[config.mk]
export PLATFORM = sky130hd
export DESIGN_NAME = draw_sprite_flat
export DESIGN_NICKNAME = d
export VERILOG_FILES = /design/src/rtl/draw_sprite_pkg.sv /design/src/rtl/pos_if.sv /design/src/rtl/vga_if.sv /design/src/rtl/delay.sv /design/src/rtl/sprite_anim_ctrl.sv /design/src/rtl/draw_sprite.sv /design/src/flat_wrapper.sv
export SDC_FILE = /design/constraint.sdc
export NUM_CORES = 1
export LEC_CHECK = 0
export ABC_AREA = 1
export BUFFER_PORTS_ARGS = -buffer_cell sky130_fd_sc_hd__buf_4
export CAP_MARGIN = 40
export CORE_ASPECT_RATIO = 0.75
export CORE_MARGIN = 2
export CORE_UTILIZATION = 55
export CTS_CLUSTER_SIZE = 14
export DETAILED_ROUTE_END_ITERATION = 16
export PLACE_DENSITY = 0.79
export SYNTH_ARGS = -nofsm -noshare
export SYNTH_HDL_FRONTEND = slang
export SYNTH_SLANG_ARGS = --single-unit
[constraint.sdc]
create_clock -name clk -period 3.1 [get_ports clk]
set_input_delay 0.155 -clock clk [delete_from_list [all_inputs] [get_ports clk]]
set_output_delay 0.155 -clock clk [all_outputs]
set_load 0.05 [all_outputs]
[src/rtl/draw_sprite_pkg.sv]
// Shared game constants and the side-band bundle that rides alongside the
// sprite ROM fetch in the draw chain.
package draw_sprite_pkg;

  localparam int          TOM_W      = 32;
  localparam int          TOM_H      = 48;
  localparam int          TOM_FRAMES = 4;
  localparam logic [11:0] TOM_BG     = 12'h0F0;

  typedef struct packed {
    logic [9:0]  vcount;
    logic        vsync;
    logic        vblnk;
    logic [9:0]  hcount;
    logic        hsync;
    logic        hblnk;
    logic [11:0] rgb;
  } vga_t;

  typedef struct packed {
    logic inbox;
    vga_t vga;
  } side_t;

  // Counter width that stays >= 1 when only a single value is needed.
  function automatic int clog2_min1(input int n);
    return (n > 1) ? $clog2(n) : 1;
  endfunction

endpackage

[src/rtl/pos_if.sv]
// Sprite position as seen by the host/game logic.
interface pos_if;
  logic [9:0] x;
  logic [9:0] y;

  modport in  (input  x, y);
  modport out (output x, y);
endinterface

[src/rtl/vga_if.sv]
// VGA timing + colour bundle passed between draw stages.
interface vga_if;
  logic [9:0]  vcount;
  logic        vsync;
  logic        vblnk;
  logic [9:0]  hcount;
  logic        hsync;
  logic        hblnk;
  logic [11:0] rgb;

  modport in  (input  vcount, vsync, vblnk, hcount, hsync, hblnk, rgb);
  modport out (output vcount, vsync, vblnk, hcount, hsync, hblnk, rgb);
endinterface

[src/rtl/delay.sv]
// Fixed-depth register delay line with async active-low clear.
module delay #(
  parameter int CLK_DEL = 3,
  parameter int WIDTH   = 8
) (
  input  logic             clk,
  input  logic             rst,
  input  logic [WIDTH-1:0] din,
  output logic [WIDTH-1:0] dout
);

  logic [CLK_DEL-1:0][WIDTH-1:0] pipe_q, pipe_d;

  always_comb begin
    pipe_d    = pipe_q;
    pipe_d[0] = din;
    for (int i = 1; i < CLK_DEL; i++) pipe_d[i] = pipe_q[i-1];
  end

  always_ff @(posedge clk or negedge rst) begin
    if (!rst) pipe_q <= '0;
    else      pipe_q <= pipe_d;
  end

  assign dout = pipe_q[CLK_DEL-1];

endmodule

[src/rtl/sprite_anim_ctrl.sv]
// Vblank edge detect and animation sequencer; frame_idx only moves on a
// vblank rising edge so a displayed frame is never torn.
module sprite_anim_ctrl
  import draw_sprite_pkg::*;
#(
  parameter int FRAMES    = 4,
  parameter int FRAME_DIV = 8,
  parameter int FI_W      = 2
) (
  input  logic            clk,
  input  logic            rst,
  input  logic            vblnk,
  input  logic            anim_en,
  output logic            vblnk_rise,
  output logic [FI_W-1:0] frame_idx
);

  localparam int DIV_W = clog2_min1(FRAME_DIV);

  typedef enum logic [1:0] {STATIC, RUN, DRAIN} state_t;

  state_t            state_q, state_d;
  logic [DIV_W-1:0]  div_q, div_d;
  logic [FI_W-1:0]   frame_q, frame_d;
  logic              vblnk_prev_q;
  logic              wrap;

  assign vblnk_rise = vblnk & ~vblnk_prev_q;
  assign frame_idx  = frame_q;

  always_comb begin
    state_d = state_q;
    div_d   = div_q;
    frame_d = frame_q;
    wrap    = 1'b0;
    if (vblnk_rise) begin
      unique case (state_q)
        STATIC: begin
          div_d   = '0;
          frame_d = '0;
          if (FRAMES > 1 && anim_en) state_d = RUN;
        end
        RUN, DRAIN: begin
          if (div_q == DIV_W'(FRAME_DIV - 1)) begin
            div_d   = '0;
            wrap    = (frame_q == FI_W'(FRAMES - 1));
            frame_d = wrap ? '0 : frame_q + 1'b1;
          end else begin
            div_d = div_q + 1'b1;
          end
          // Draining stops only once the cycle is back on frame 0.
          if (anim_en)   state_d = RUN;
          else if (wrap) state_d = STATIC;
          else           state_d = DRAIN;
        end
        default: state_d = STATIC;
      endcase
    end
  end

  always_ff @(posedge clk or negedge rst) begin
    if (!rst) begin
      state_q      <= STATIC;
      div_q        <= '0;
      frame_q      <= '0;
      vblnk_prev_q <= 1'b0;
    end else begin
      state_q      <= state_d;
      div_q        <= div_d;
      frame_q      <= frame_d;
      vblnk_prev_q <= vblnk;
    end
  end

endmodule

[src/rtl/draw_sprite.sv]
// Overlays one animated, optionally mirrored ROM sprite onto the VGA stream;
// output timing is the input delayed by ROM_LAT+3 cycles.
module draw_sprite
  import draw_sprite_pkg::*;
#(
  parameter int          SPR_W     = TOM_W,
  parameter int          SPR_H     = TOM_H,
  parameter int          FRAMES    = TOM_FRAMES,
  parameter int          FRAME_DIV = 8,
  parameter int          ROM_LAT   = 1,
  parameter logic [11:0] BG_COLOR  = TOM_BG,
  parameter int          ADDR_W    = 13,
  localparam int         FI_W      = clog2_min1(FRAMES)
) (
  input  logic              clk,
  input  logic              rst,
  input  logic [9:0]        pos_x,
  input  logic [9:0]        pos_y,
  input  logic              visible,
  input  logic              mirror,
  input  logic              anim_en,
  input  logic [11:0]       data,
  output logic [ADDR_W-1:0] address,
  output logic [FI_W-1:0]   frame_idx,
  vga_if.in                 in,
  vga_if.out                out,
  pos_if.out                host_pos
);

  localparam logic [31:0] FRAME_SZ = 32'(SPR_W * SPR_H);

  vga_t  vga_in, out_q, out_d;
  side_t side_in, side_dly;
  logic  vblnk_rise, inbox;

  logic [9:0]        lat_x_q, lat_x_d, lat_y_q, lat_y_d;
  logic              lat_vis_q, lat_vis_d, lat_mir_q, lat_mir_d;
  logic [10:0]       rel_x_q, rel_x_d, rel_y_q, rel_y_d, col;
  logic              inbox_q;
  logic [ADDR_W-1:0] address_q, address_d;
  logic [11:0]       hx, vy, lx, ly;

  assign vga_in.vcount = in.vcount;
  assign vga_in.vsync  = in.vsync;
  assign vga_in.vblnk  = in.vblnk;
  assign vga_in.hcount = in.hcount;
  assign vga_in.hsync  = in.hsync;
  assign vga_in.hblnk  = in.hblnk;
  assign vga_in.rgb    = in.rgb;

  sprite_anim_ctrl #(
    .FRAMES(FRAMES), .FRAME_DIV(FRAME_DIV), .FI_W(FI_W)
  ) u_anim (
    .clk(clk), .rst(rst), .vblnk(in.vblnk), .anim_en(anim_en),
    .vblnk_rise(vblnk_rise), .frame_idx(frame_idx)
  );

  // Position/visibility snapshot taken once per frame at vblank.
  always_comb begin
    lat_x_d   = lat_x_q;
    lat_y_d   = lat_y_q;
    lat_vis_d = lat_vis_q;
    lat_mir_d = lat_mir_q;
    if (vblnk_rise) begin
      lat_x_d   = pos_x;
      lat_y_d   = pos_y;
      lat_vis_d = visible;
      lat_mir_d = mirror;
    end
  end

  // 12-bit compares so a box hanging past column 1023 never wraps to 0.
  always_comb begin
    hx    = {2'b00, in.hcount};
    vy    = {2'b00, in.vcount};
    lx    = {2'b00, lat_x_q};
    ly    = {2'b00, lat_y_q};
    inbox = lat_vis_q && (hx >= lx) && (hx < lx + 12'(SPR_W))
                      && (vy >= ly) && (vy < ly + 12'(SPR_H));
    rel_x_d = {1'b0, in.hcount} - {1'b0, lat_x_q};
    rel_y_d = {1'b0, in.vcount} - {1'b0, lat_y_q};
  end

  always_comb begin
    col       = lat_mir_q ? 11'(SPR_W - 1) - rel_x_q : rel_x_q;
    address_d = address_q;
    if (inbox_q)
      address_d = ADDR_W'(32'(frame_idx) * FRAME_SZ + 32'(rel_y_q) * 32'(SPR_W) + 32'(col));
  end

  assign side_in.inbox = inbox;
  assign side_in.vga   = vga_in;

  delay #(
    .CLK_DEL(ROM_LAT + 2), .WIDTH($bits(side_t))
  ) u_dly (
    .clk(clk), .rst(rst), .din(side_in), .dout(side_dly)
  );

  always_comb begin
    out_d = side_dly.vga;
    if (side_dly.inbox && data != BG_COLOR) out_d.rgb = data;
  end

  always_ff @(posedge clk or negedge rst) begin
    if (!rst) begin
      lat_x_q   <= '0;
      lat_y_q   <= '0;
      lat_vis_q <= 1'b0;
      lat_mir_q <= 1'b0;
      rel_x_q   <= '0;
      rel_y_q   <= '0;
      inbox_q   <= 1'b0;
      address_q <= '0;
      out_q     <= '0;
    end else begin
      lat_x_q   <= lat_x_d;
      lat_y_q   <= lat_y_d;
      lat_vis_q <= lat_vis_d;
      lat_mir_q <= lat_mir_d;
      rel_x_q   <= rel_x_d;
      rel_y_q   <= rel_y_d;
      inbox_q   <= inbox;
      address_q <= address_d;
      out_q     <= out_d;
    end
  end

  assign address    = address_q;
  assign out.vcount = out_q.vcount;
  assign out.vsync  = out_q.vsync;
  assign out.vblnk  = out_q.vblnk;
  assign out.hcount = out_q.hcount;
  assign out.hsync  = out_q.hsync;
  assign out.hblnk  = out_q.hblnk;
  assign out.rgb    = out_q.rgb;
  assign host_pos.x = lat_x_q;
  assign host_pos.y = lat_y_q;

endmodule

[src/flat_wrapper.sv]
// flat-port wrapper written by rule: the top's interface ports become plain ports
module draw_sprite_flat import draw_sprite_pkg::*;
#(
  parameter int          SPR_W     = TOM_W,
  parameter int          SPR_H     = TOM_H,
  parameter int          FRAMES    = TOM_FRAMES,
  parameter int          FRAME_DIV = 8,
  parameter int          ROM_LAT   = 1,
  parameter logic [11:0] BG_COLOR  = TOM_BG,
  parameter int          ADDR_W    = 13,
  localparam int         FI_W      = clog2_min1(FRAMES)
)
  (clk, rst, pos_x, pos_y, visible, mirror, anim_en, data, address, frame_idx, in_vcount, in_vsync, in_vblnk, in_hcount, in_hsync, in_hblnk, in_rgb, out_vcount, out_vsync, out_vblnk, out_hcount, out_hsync, out_hblnk, out_rgb, host_pos_x, host_pos_y);
  vga_if in_i ();
  vga_if out_i ();
  pos_if host_pos_i ();
  input  logic clk;
  input  logic rst;
  input  logic [9:0] pos_x;
  input  logic [9:0] pos_y;
  input  logic visible;
  input  logic mirror;
  input  logic anim_en;
  input  logic [11:0] data;
  output logic [ADDR_W-1:0] address;
  output logic [FI_W-1:0] frame_idx;
  input wire logic [$bits(in_i.vcount)-1:0] in_vcount;
  input wire logic [$bits(in_i.vsync)-1:0] in_vsync;
  input wire logic [$bits(in_i.vblnk)-1:0] in_vblnk;
  input wire logic [$bits(in_i.hcount)-1:0] in_hcount;
  input wire logic [$bits(in_i.hsync)-1:0] in_hsync;
  input wire logic [$bits(in_i.hblnk)-1:0] in_hblnk;
  input wire logic [$bits(in_i.rgb)-1:0] in_rgb;
  output wire logic [$bits(out_i.vcount)-1:0] out_vcount;
  output wire logic [$bits(out_i.vsync)-1:0] out_vsync;
  output wire logic [$bits(out_i.vblnk)-1:0] out_vblnk;
  output wire logic [$bits(out_i.hcount)-1:0] out_hcount;
  output wire logic [$bits(out_i.hsync)-1:0] out_hsync;
  output wire logic [$bits(out_i.hblnk)-1:0] out_hblnk;
  output wire logic [$bits(out_i.rgb)-1:0] out_rgb;
  output wire logic [$bits(host_pos_i.x)-1:0] host_pos_x;
  output wire logic [$bits(host_pos_i.y)-1:0] host_pos_y;
  assign in_i.vcount = in_vcount;
  assign in_i.vsync = in_vsync;
  assign in_i.vblnk = in_vblnk;
  assign in_i.hcount = in_hcount;
  assign in_i.hsync = in_hsync;
  assign in_i.hblnk = in_hblnk;
  assign in_i.rgb = in_rgb;
  assign out_vcount = out_i.vcount;
  assign out_vsync = out_i.vsync;
  assign out_vblnk = out_i.vblnk;
  assign out_hcount = out_i.hcount;
  assign out_hsync = out_i.hsync;
  assign out_hblnk = out_i.hblnk;
  assign out_rgb = out_i.rgb;
  assign host_pos_x = host_pos_i.x;
  assign host_pos_y = host_pos_i.y;
  draw_sprite #(.SPR_W(SPR_W), .SPR_H(SPR_H), .FRAMES(FRAMES), .FRAME_DIV(FRAME_DIV), .ROM_LAT(ROM_LAT), .BG_COLOR(BG_COLOR), .ADDR_W(ADDR_W)) u_core (.clk(clk), .rst(rst), .pos_x(pos_x), .pos_y(pos_y), .visible(visible), .mirror(mirror), .anim_en(anim_en), .data(data), .address(address), .frame_idx(frame_idx), .in(in_i), .out(out_i), .host_pos(host_pos_i));
endmodule
==> results.tsv, run 1 <==
stage	metric	value	unit
critical_path	critPathMostFrequentCell	inv_1	
finish	drive_gt1_share	21.51	%
yosys	synth_compound_area_share	5.706	%
drt	firstDrtPassIters	5	
die	core	14310	sq um
finish	nNetsFinal	1043	
die	initial_core_util	55.77	%
critical_path	cp_num_buf_inv	3	
yosys	postSynth.asyncResetShare	100.0	%
global_route	grt_first_pass_wirelength	27.15	mm
timing	clock_skew	6.976	ps
clock_network	tritoncts	yes	
global_route	gr-total-overflow	0	
timing	hold_viol_final	0	
critical_path	startpoint_type	flip-flop	
timing	worst_slew_pin_slew	826.7	ps
drt	post-route-drc-count	0	
clock_network	path_clk_slew	60	ps
clock_network	clockRootBuffer	clkbuf_16	
pwr	powerDensity	755.2	nW/um^2
pwr	p_total	8.061	mW
timing	drv_slew	0	
die	die_area	15500	sq um
critical_path	crit_family	adder cells	
yosys	synth_area	7981	sq um
drt	first_iter_violations	331	
yosys	avgSynthCellArea	11.67	sq um
status	outcome	finished clean	
yosys	yosys_warnings	0	
yosys	ys.flop_type	dfrtp_1	
pwr	power_frac_comb	30.1	%
critical_path	cp-end-kind	flip-flop	
drt	antenna_left	0	
finish	fill_cells	913	
global_route	grt_util_met3	5.004	%
clock_network	numCtsBuffers	20	
drt	routedWlPerCell	14.89	um
yosys	yosysSeqAreaShare	65.21	%
drt	routed_via_density	4.915	
timing	max_freq	361.0	MHz
yosys	yosys.area_share.xor_xnor	3.621	%
yosys	synthSimpleGateAreaFrac	11.43	%
die	die_height	108.3	um
clock_network	cts_max_path_buffers	3	
critical_path	cp.arrival	3150	ps
finish	fin_cells	1125	
global_route	grt_pass1_vias	5797	
yosys	synth_cells	684	
timing	rsz0062_at_grt	no	
clock_network	post-cts-setup-buffer-count	0	
yosys	synthDistinctLibCells	38	
timing	setup_violations	0	
pwr	p_int	5.358	mW
place	place_area	9293	sq um
clock_network	cts_sinks	208	
place	dp.cells	1020	
global_route	busiest_layer	met2	
drt	num_vias	5529	
pwr	clkPwrFrac	29.9	%
pwr	p_leak	5.387	nW
yosys	synth_top_family_by_area	simple AND/OR/NAND/NOR gates	
clock_network	htreeDepth	1	
critical_path	critPathKind	flip-flop to flip-flop	
place	place_congestion	0.8686	
global_route	antenna_found_initial	0	
pwr	pwr-share-seq	40.0	%
pwr	p_switching	2.703	mW
critical_path	critPathMaxFanout	5	
yosys	yosys-mux-area-fraction	0	%
yosys	synth-edff-count	0	
finish	seqCellArea	5205	sq um
critical_path	max_stage_delay	470	ps
finish	area_delta_synth_final	33.74	%
die	rows	38	
timing	fin_crit	2770	ps
yosys	syn-num-nets	814	
finish	num_antenna_cells	0	
global_route	grt_util_met2	38.04	%
global_route	track_usage	22.22	%
job	drv_cap	0	
pwr	switching_share	33.53	%
critical_path	path_cells	inv_1 > ha_1 > nand2_1 > o21ai_0 > xor2_1 > inv_1 > fa_1 > inv_1 > ha_1 > a21oi_1 > o21a_1 > nand3_1 > nand3_1 > nand2_1	
place	io_buffers	143	
finish	multiInputGateArea	2407	sq um
yosys	ys_seq_elements	208	
pwr	ir_worst_vdd	415.5	uV
clock_network	clk_latency	490	ps
finish	finish.instance_area	10670	sq um
global_route	met1_usage	28.79	%
drt	drt-total-wl	16.76	mm
timing	fin_tns_setup	0	ps
timing	fin_crit_sh	89.36	%
global_route	grt_max_degree	109	
critical_path	slowest_stage	fa_1	
place	dp_hpwl	10.91	mm
critical_path	required	3480	ps
yosys	synthAdderAreaFrac	9.406	%
timing	relSlewSlack	44.89	%
die	io_pins	144	
min_path	hp-class	input port to flip-flop	
die	die_w	143.1	um
cells in the mapped netlist, types with 6 or more instances:
cell type  number  area [sq um]
o21ai_0        12         60.06
dfrtp_1       208          5205
inv_1          75         281.5
xnor2_1        12         105.1
inv_2           6         22.52
ha_1           52         650.6
nand2_1       142         533.0
nand3_1        27         135.1
nor2_1         29         108.9
a21oi_1        16         80.08
o21ai_1        24         120.1
xor2_1         21         183.9
path summary, 6_finish.rpt:
check / start / endpoint / slack (ps) / cells after the start
min in group asynchronous: rst / u_core.u_dly.pipe_d[89] / 340 / 2
max in group asynchronous: rst / u_core.u_dly.pipe_d[109] / 1860 / 3
max: u_core.rel_x_q[5] / u_core.address[12] / 330 / 14
max reg2reg: u_core.rel_x_q[5] / u_core.address[12] / 330 / 14
min reg2reg: u_core.u_dly.pipe_d[52] / u_core.u_dly.pipe_d[89] / 340 / 0
min: anim_en / u_core.u_anim.state_q[1] / 20 / 4
layout make-up:
| class | instances | share of cell area, % |
|---|---|---|
| Multi-Input combinational cell | 383 | 22.55 |
| Sequential cell | 208 | 48.76 |
| Inverter | 82 | 2.884 |
| Timing Repair Buffer | 218 | 17.17 |
| Clock inverter | 3 | 0.1641 |
| Tap cell | 200 | 2.344 |
| Clock buffer | 31 | 6.119 |
timing repair:
action	4_1_cts	5_1_grt
endpoints found under the hold margin	176	0
hold buffers	71	0
gates resized for setup	0	0
through the flow:
step / hold WS [ps] / setup slack, ps / utilization, %
after floorplan: -140.6 / 468.9 / -
after global placement: 264.6 / 532.7 / 64.93
after global routing: 59.84 / 119.5 / 74.58
after detailed placement: 265.3 / 391.9 / 64.93
after CTS: 24.05 / 361.4 / 74.58
final: 23.49 / 329.8 / 74.58
metal layers:
metal	up-vias	wire length [um]
li1	2637	-
met1	2674	7136
met2	179	8127
met3	39	1060
met4	0	430
met5	-	0
power by group through the flow:
stage          Sequential (mW)  Clock (mW)  Combinational (mW)
2_1_floorplan             3.73           0                1.11
3_3_place_gp              3.25           0                2.19
3_5_place_dp              3.27           0                2.30
4_1_cts                   3.22        2.45                2.41
5_1_grt                   3.26        2.57                2.66
6_report                  3.23        2.41                2.43
cell families (layout without fill, tap and decap cells):
kind of cell,Yosys count,in the layout
compound gates,76,76
simple gates,217,217
flops,208,208
xor+xnor,33,33
buf+inv,93,334
fa+ha+maj,57,57
placed cells by master, fill, tap and decap left out, types with 4 or more instances in the layout:
master and instances:
nor3_1 4, nor2_1 29, a21oi_1 16, inv_1 75, o21ai_0 12, a31oi_1 5
clkbuf_16 21, buf_4 145, ha_1 52, clkbuf_8 10, nand3_1 27, nand4_1 5
dfrtp_1 208, nand2_1 142, o21ai_1 24, inv_2 6, dlygate4sd3_1 71, xnor2_1 12
fa_1 5, xor2_1 21
flip-flops by register name, summed over array words and instances (netlist names), 2 cells and up:
name / flops
u_core.address: 13
u_core.host_pos.x: 10
u_core.host_pos.y: 10
u_core.out.hcount: 10
u_core.out.rgb: 12
u_core.out.vcount: 10
u_core.rel_x_q: 11
u_core.rel_y_q: 8
u_core.u_anim.div_q: 3
u_core.u_anim.frame_idx: 2
u_core.u_anim.state_q: 2
u_core.u_dly.dout: 37
u_core.u_dly.pipe_d: 73
worst reg2reg max path, stage by stage, from the launching register on:
cell and delay (ps):
dfrtp_1 400, inv_1 60, ha_1 160, nand2_1 70, o21ai_0 200, xor2_1 170, inv_1 70, fa_1 470
inv_1 40, ha_1 370, a21oi_1 240, o21a_1 170, nand3_1 100, nand3_1 90, nand2_1 50
Power figures use the tool's default switching activity.
==> run 2: changes to the inputs <==
--- a/config.mk
+++ b/config.mk
@@ -6,13 +6,13 @@
 export NUM_CORES = 1
 export LEC_CHECK = 0
 export ABC_AREA = 1
-export BUFFER_PORTS_ARGS = -buffer_cell sky130_fd_sc_hd__buf_4
 export CAP_MARGIN = 40
 export CORE_ASPECT_RATIO = 0.75
 export CORE_MARGIN = 2
-export CORE_UTILIZATION = 55
+export CORE_UTILIZATION = 63
 export CTS_CLUSTER_SIZE = 14
 export DETAILED_ROUTE_END_ITERATION = 16
+export DONT_BUFFER_PORTS = 1
 export PLACE_DENSITY = 0.79
 export SYNTH_ARGS = -nofsm -noshare
 export SYNTH_HDL_FRONTEND = slang
==> results.tsv, run 2 (synthesized netlist as in run 1, its figures left out) <==
stage	metric	value	unit	change
timing	rsz0062_at_grt	no		
pwr	switching_share	34.04	%	+0.51 points
finish	area_delta_synth_final	18.84	%	
pwr	p_leak	4.656	nW	-14%
die	die_area	13590	sq um	-12%
pwr	ir_worst_vdd	507.5	uV	+22%
pwr	clkPwrFrac	30.2	%	+0.3 points
drt	routed_via_density	5.278		+7.4%
finish	final_cell_mix	208 x dfrtp_1, 142 x nand2_1, 75 x inv_1		
die	io_pins	144		unchanged
drt	post-route-drc-count	0		unchanged
timing	clock_skew	9.968	ps	+2.992 ps
clock_network	path_clk_slew	70	ps	about the same
pwr	p_int	5.009	mW	-6.5%
clock_network	post-cts-setup-buffer-count	0		unchanged
critical_path	critPathKind	flip-flop to flip-flop		
clock_network	cts_max_path_buffers	3		unchanged
place	place_congestion	0.8110		-6.6%
finish	mostFrequentLayoutCell	dfrtp_1		
finish	largest_register_ffs	73		unchanged
pwr	power_frac_comb	20.5	%	-9.6 points
global_route	grt_max_degree	209		+92%
drt	antenna_left	0		unchanged
die	die_w	134.0	um	-6.4%
finish	fin_cells	945		-16%
place	dp.cells	844		-17%
pwr	pwr-share-seq	49.3	%	+9.3 points
die	die_height	101.5	um	-6.3%
timing	whs	-628.3	ps	-651.8 ps
critical_path	startpoint_type	flip-flop		
timing	hold_viol_final	208		+208
finish	drive_gt1_share	6.547	%	-15 points
critical_path	cp_num_buf_inv	3		unchanged
clock_network	cts_resized	0		unchanged
die	rows	35		-7.9%
pwr	p_switching	2.585	mW	-4.4%
status	violations	negative hold slack		
timing	worst_slew_pin_slew	634.8	ps	-191.9 ps
timing	fin_tns_setup	0	ps	unchanged
clock_network	cts_hold_buf	71		unchanged
clock_network	clockRootBuffer	clkbuf_16		
global_route	antenna_found_initial	0		unchanged
critical_path	cp.arrival	3170	ps	+20 ps
place	dp_hpwl	10.12	mm	-7.2%
clock_network	numCtsBuffers	20		unchanged
global_route	met1_usage	31.12	%	+2.3 points
clock_network	htreeDepth	1		unchanged
timing	setup_violations	0		unchanged
drt	drt-total-wl	15.66	mm	-6.6%
timing	max_freq	356.8	MHz	-1.2%
critical_path	critPathMostFrequentCell	inv_1		
die	initial_core_util	64.86	%	+9.1 points
status	outcome	finished with violations		
global_route	grt_pass1_vias	5238		-9.6%
drt	firstDrtPassIters	5		unchanged
timing	drv_slew	0		unchanged
critical_path	cp-end-kind	flip-flop		
drt	first_iter_violations	261		-21%
timing	fin_crit_sh	90.41	%	+1.0 points
critical_path	path_cells	inv_1 > ha_1 > nand2_1 > o21ai_0 > xor2_1 > inv_1 > fa_1 > inv_1 > ha_1 > a21oi_1 > o21a_1 > nand3_1 > nand3_1 > nand2_1		
timing	fin_crit	2803	ps	+32.46 ps
critical_path	crit_family	adder cells		
min_path	hp-class	input port to async pin		
place	io_buffers	0		-100%
job	drv_cap	0		unchanged
timing	relSlewSlack	57.68	%	+13 points
finish	nNetsFinal	901		-14%
clock_network	clk_latency	480	ps	about the same
global_route	grt_util_met3	6.557	%	+1.6 points
global_route	track_usage	23.57	%	+1.4 points
die	core	12310	sq um	-14%
global_route	grt_first_pass_wirelength	25.22	mm	-7.1%
critical_path	required	3470	ps	about the same
critical_path	slowest_stage	fa_1		
global_route	gr-total-overflow	0		unchanged
drt	routedWlPerCell	16.57	um	+11%
clock_network	cts_sinks	208		unchanged
pwr	powerDensity	800.6	nW/um^2	+6.0%
critical_path	critPathMaxFanout	5		unchanged
critical_path	max_stage_delay	500	ps	+30 ps
finish	num_antenna_cells	0		unchanged
global_route	grt_util_met2	39.84	%	+1.8 points
drt	num_vias	4988		-9.8%
global_route	busiest_layer	met2		
clock_network	tritoncts	yes		
[run 2: worst register-to-register path: stages (launching register included)]
cell     delay, ps
dfrtp_1        400
inv_1           70
ha_1           170
nand2_1         80
o21ai_0        230
xor2_1         180
inv_1           70
fa_1           500
inv_1           50
ha_1           350
a21oi_1        210
o21a_1         160
nand3_1         80
nand3_1         80
nand2_1         60
[run 2: metrics by stage]
stage | util, % | setup WS, ps | power (mW) | instance area, sq um
after CTS | 77.08 | 312.3 | 7.608 | 9485
final | 77.08 | 297.3 | 7.594 | 9485
after floorplan | - | 468.9 | 4.840 | 7981
after global placement | 66.35 | 552.4 | 5.088 | 8165
after detailed placement | 66.35 | 312.1 | 5.219 | 8165
after global routing | 77.08 | 111.3 | 7.970 | 9485
[run 2: final cells by class]
cell class | instances | area [sq um]
clock buffers | 25 | 550.5
clock inverters | 5 | 58.81
multi-input cells | 383 | 2407
fillers | 720 | 2820
well taps | 166 | 207.7
flip-flops and latches | 208 | 5205
repair buffers | 76 | 748.2
inverters | 82 | 307.8
[run 2: final timing paths]
| check | from | endpoint | slack (ps) | depth (start not counted) |
|---|---|---|---|---|
| worst min register to register | u_core.u_dly.pipe_d[69] | u_core.u_dly.pipe_d[106] | 340 | 0 |
| worst max-delay path | u_core.rel_x_q[5] | u_core.address[12] | 300 | 14 |
| max in group asynchronous | rst | u_core.u_dly.pipe_d[75] | 3430 | 0 |
| worst min-delay path | rst | u_core.u_dly.dout[6] | -630 | 0 |
| worst max register to register | u_core.rel_x_q[5] | u_core.address[12] | 300 | 14 |
| min in group clk | in_vcount[3] | u_core.rel_y_q[3] | 10 | 2 |
[run 2: power by group through the flow]
stage                     clock [mW]  combinational (mW)  sequential (mW)
after floorplan                    0                1.11             3.73
after global placement             0                1.32             3.77
after detailed placement           0                1.42             3.79
after CTS                       2.34                1.52             3.74
after global routing            2.45                1.74             3.78
final                           2.30                1.56             3.74
[run 2: per-layer routing]
| metal | part of all wire (%) | routed length, um |
|---|---|---|
| met5 | 0 | 0 |
| met2 | 47 | 7415 |
| met3 | 7.0 | 1101 |
| met1 | 44 | 6872 |
| met4 | 1.7 | 267 |
==> run 3: changes to the inputs <==
--- a/config.mk
+++ b/config.mk
@@ -6,14 +6,15 @@
 export NUM_CORES = 1
 export LEC_CHECK = 0
 export ABC_AREA = 1
+export BUFFER_PORTS_ARGS = -buffer_cell sky130_fd_sc_hd__buf_4
 export CAP_MARGIN = 40
 export CORE_ASPECT_RATIO = 0.75
 export CORE_MARGIN = 2
-export CORE_UTILIZATION = 63
+export CORE_UTILIZATION = 50
 export CTS_CLUSTER_SIZE = 14
 export DETAILED_ROUTE_END_ITERATION = 16
-export DONT_BUFFER_PORTS = 1
-export PLACE_DENSITY = 0.79
+export PLACE_DENSITY = 0.76
+export RECOVER_POWER = 100
 export SYNTH_ARGS = -nofsm -noshare
 export SYNTH_HDL_FRONTEND = slang
 export SYNTH_SLANG_ARGS = --single-unit
==> constraint.sdc (replaced) <==
create_clock -name clk -period 2.3 [get_ports clk]
set_input_delay 0.115 -clock clk [delete_from_list [all_inputs] [get_ports clk]]
set_output_delay 0.115 -clock clk [all_outputs]
set_load 0.05 [all_outputs]
==> results.tsv, run 3 (synthesized netlist as in run 1, its figures left out) <==
stage	metric	value	unit	change
place	place_congestion	0.8749		+7.9%
clock_network	tritoncts	yes		
critical_path	max_stage_delay	490	ps	about the same
critical_path	startpoint_type	flip-flop		
drt	firstDrtPassIters	4		-1
timing	relSlewSlack	-19.86	%	-78 points
critical_path	cp_num_buf_inv	3		unchanged
timing	setup_violations	3		+3
timing	fin_tns_setup	-257.2	ps	-257.2 ps
finish	nNetsFinal	1060		+18%
timing	fin_crit_sh	105.3	%	+15 points
critical_path	critPathMostFrequentCell	nand2_1		
drt	post-route-drc-count	0		unchanged
finish	utilization	68.04	%	-9.0 points
status	violations	max-capacitance violations, max-slew violations, negative setup slack		
critical_path	cp-end-kind	flip-flop		
global_route	antenna_found_initial	1		+1
clock_network	cts_max_path_buffers	3		unchanged
global_route	grt_pass1_vias	5400		+3.1%
timing	max_freq	413.1	MHz	+16%
critical_path	path_cells	inv_2 > ha_4 > nand2_4 > o21ai_2 > xor2_1 > inv_1 > fa_1 > inv_2 > ha_4 > a21oi_2 > o21a_1 > nand2_1 > nand2_1 > nand3_1 > nand2_1		
critical_path	critPathKind	flip-flop to flip-flop		
timing	layout_setup_ws	-120.9	ps	-418.2 ps
job	drv_cap	1		+1
place	io_buffers	143		+143
pwr	p_leak	5.106	nW	+9.7%
global_route	busiest_layer	met2		
drt	num_vias	5376		+7.8%
finish	drive_gt1_share	13.68	%	+7.1 points
die	io_pins	144		unchanged
timing	drv_slew	83		+83
global_route	grt_first_pass_wirelength	26.54	mm	+5.2%
clock_network	clk_latency	490	ps	about the same
die	rows	39		+11%
timing	hold_viol_final	0		-100%
timing	worst_slew_pin_slew	1798	ps	+1163 ps
place	place_area	9437	sq um	+16%
pwr	ir_worst_vdd	530.4	uV	+4.5%
global_route	track_usage	19.74	%	-3.8 points
place	dpl_worst_slack	-136.7	ps	-448.8 ps
global_route	grt_util_met2	32.12	%	-7.7 points
finish	mostFrequentLayoutCell	dfrtp_1		
die	core	15420	sq um	+25%
timing	fin_crit	2421	ps	-381.8 ps
timing	rsz0062_at_grt	yes		
die	initial_core_util	51.76	%	-13 points
clock_network	numCtsBuffers	21		+5.0%
clock_network	cts_sinks	208		unchanged
critical_path	critPathMaxFanout	5		unchanged
drt	routed_via_density	4.679		-11%
global_route	gr-total-overflow	0		unchanged
finish	final_cell_mix	206 x dfrtp_1, 143 x nand2_1, 94 x clkbuf_1		
critical_path	crit_family	adder cells		
drt	routedWlPerCell	14.19	um	-14%
place	dp_hpwl	10.73	mm	+6.0%
drt	antenna_left	0		unchanged
global_route	met1_usage	27.58	%	-3.5 points
drt	drt-total-wl	16.30	mm	+4.1%
min_path	hp-class	input port to flip-flop		
finish	area_delta_synth_final	31.45	%	
global_route	grt_util_met3	4.320	%	-2.2 points
drt	first_iter_violations	283		+8.4%
die	die_area	17000	sq um	+25%
status	outcome	finished with violations		
clock_network	path_clk_slew	60	ps	about the same
die	die_height	113.4	um	+12%
timing	clock_skew	8.555	ps	-1.413 ps
die	die_w	149.9	um	+12%
pwr	powerDensity	1041	nW/um^2	+30%
critical_path	cp.arrival	2790	ps	-380 ps
global_route	grt_max_degree	83		-60%
finish	largest_register_ffs	73		unchanged
clock_network	clockRootBuffer	clkbuf_16		
finish	finish.instance_area	10490	sq um	+11%
clock_network	htreeDepth	1		unchanged
critical_path	required	2670	ps	-800 ps
critical_path	slowest_stage	fa_1		
-- run 3: cell count changes in the layout (fill, tap and decap cells not counted), sizes merged --
cell         previous run  this run
buf                     5        51
clkbuf                 25       140
clkinv                  3         4
clkinvlp                1         2
diode                   0         1
dlygate4sd3            71        72
-- run 3: layout make-up --
cell class	instances	area, sq um
antenna	1	2.502
clock buffer	29	605.6
clock inverter	7	68.82
fill	1238	4928
inverter	82	310.3
multi-input combinational	383	2446
sequential	208	5207
tap	205	256.5
timing repair buffer	234	1594
-- run 3: timing repair --
item                                   in CTS  in global routing
pin swaps                                   5                  2
resized for setup                           9                  5
setup endpoints to repair                   4                  5
endpoints found under the hold margin     154                  0
hold buffers                               72                  0
setup buffers                               2                  1
-- run 3: worst paths after layout --
path	startpoint	to	slack (ps)	cells after the start
max in group asynchronous	rst	u_core.u_dly.pipe_d[95]	330	3
min in group asynchronous	rst	u_core.out.hcount[3]	680	2
min reg2reg	u_core.u_dly.pipe_d[103]	u_core.u_dly.dout[29]	340	0
max reg2reg	u_core.rel_x_q[6]	u_core.address[12]	-120	15
max	u_core.rel_x_q[6]	u_core.address[12]	-120	15
min	in_rgb[5]	u_core.u_dly.pipe_d[42]	290	2
-- run 3: per-stage QoR --
step / hold slack (ps) / total power [mW] / std cells
2_1_floorplan: -180.6 / 6.593 / 684
4_1_cts: 227.8 / 11.20 / 1147
6_report: 294.1 / 10.92 / 1149
3_5_place_dp: 152.9 / 7.687 / 1037
3_3_place_gp: 144.4 / 7.604 / 1037
5_1_grt: 274.5 / 11.60 / 1149
-- run 3: power breakdown --
part	internal (mW)	leakage (nW)	switching [mW]
sequential	4.10	2.47	0.240
combinational	1.22	2.31	2.09
clock	1.95	0.329	1.31
total	7.27	5.11	3.65
-- run 3: routing by layer --
| metal | routed length, um | share of wire (%) | vias up |
|---|---|---|---|
| li1 | - | - | 2688 |
| met1 | 7474 | 46 | 2528 |
| met2 | 7644 | 47 | 139 |
| met3 | 939 | 5.8 | 21 |
| met4 | 240 | 1.5 | 0 |
| met5 | 0 | 0 | - |
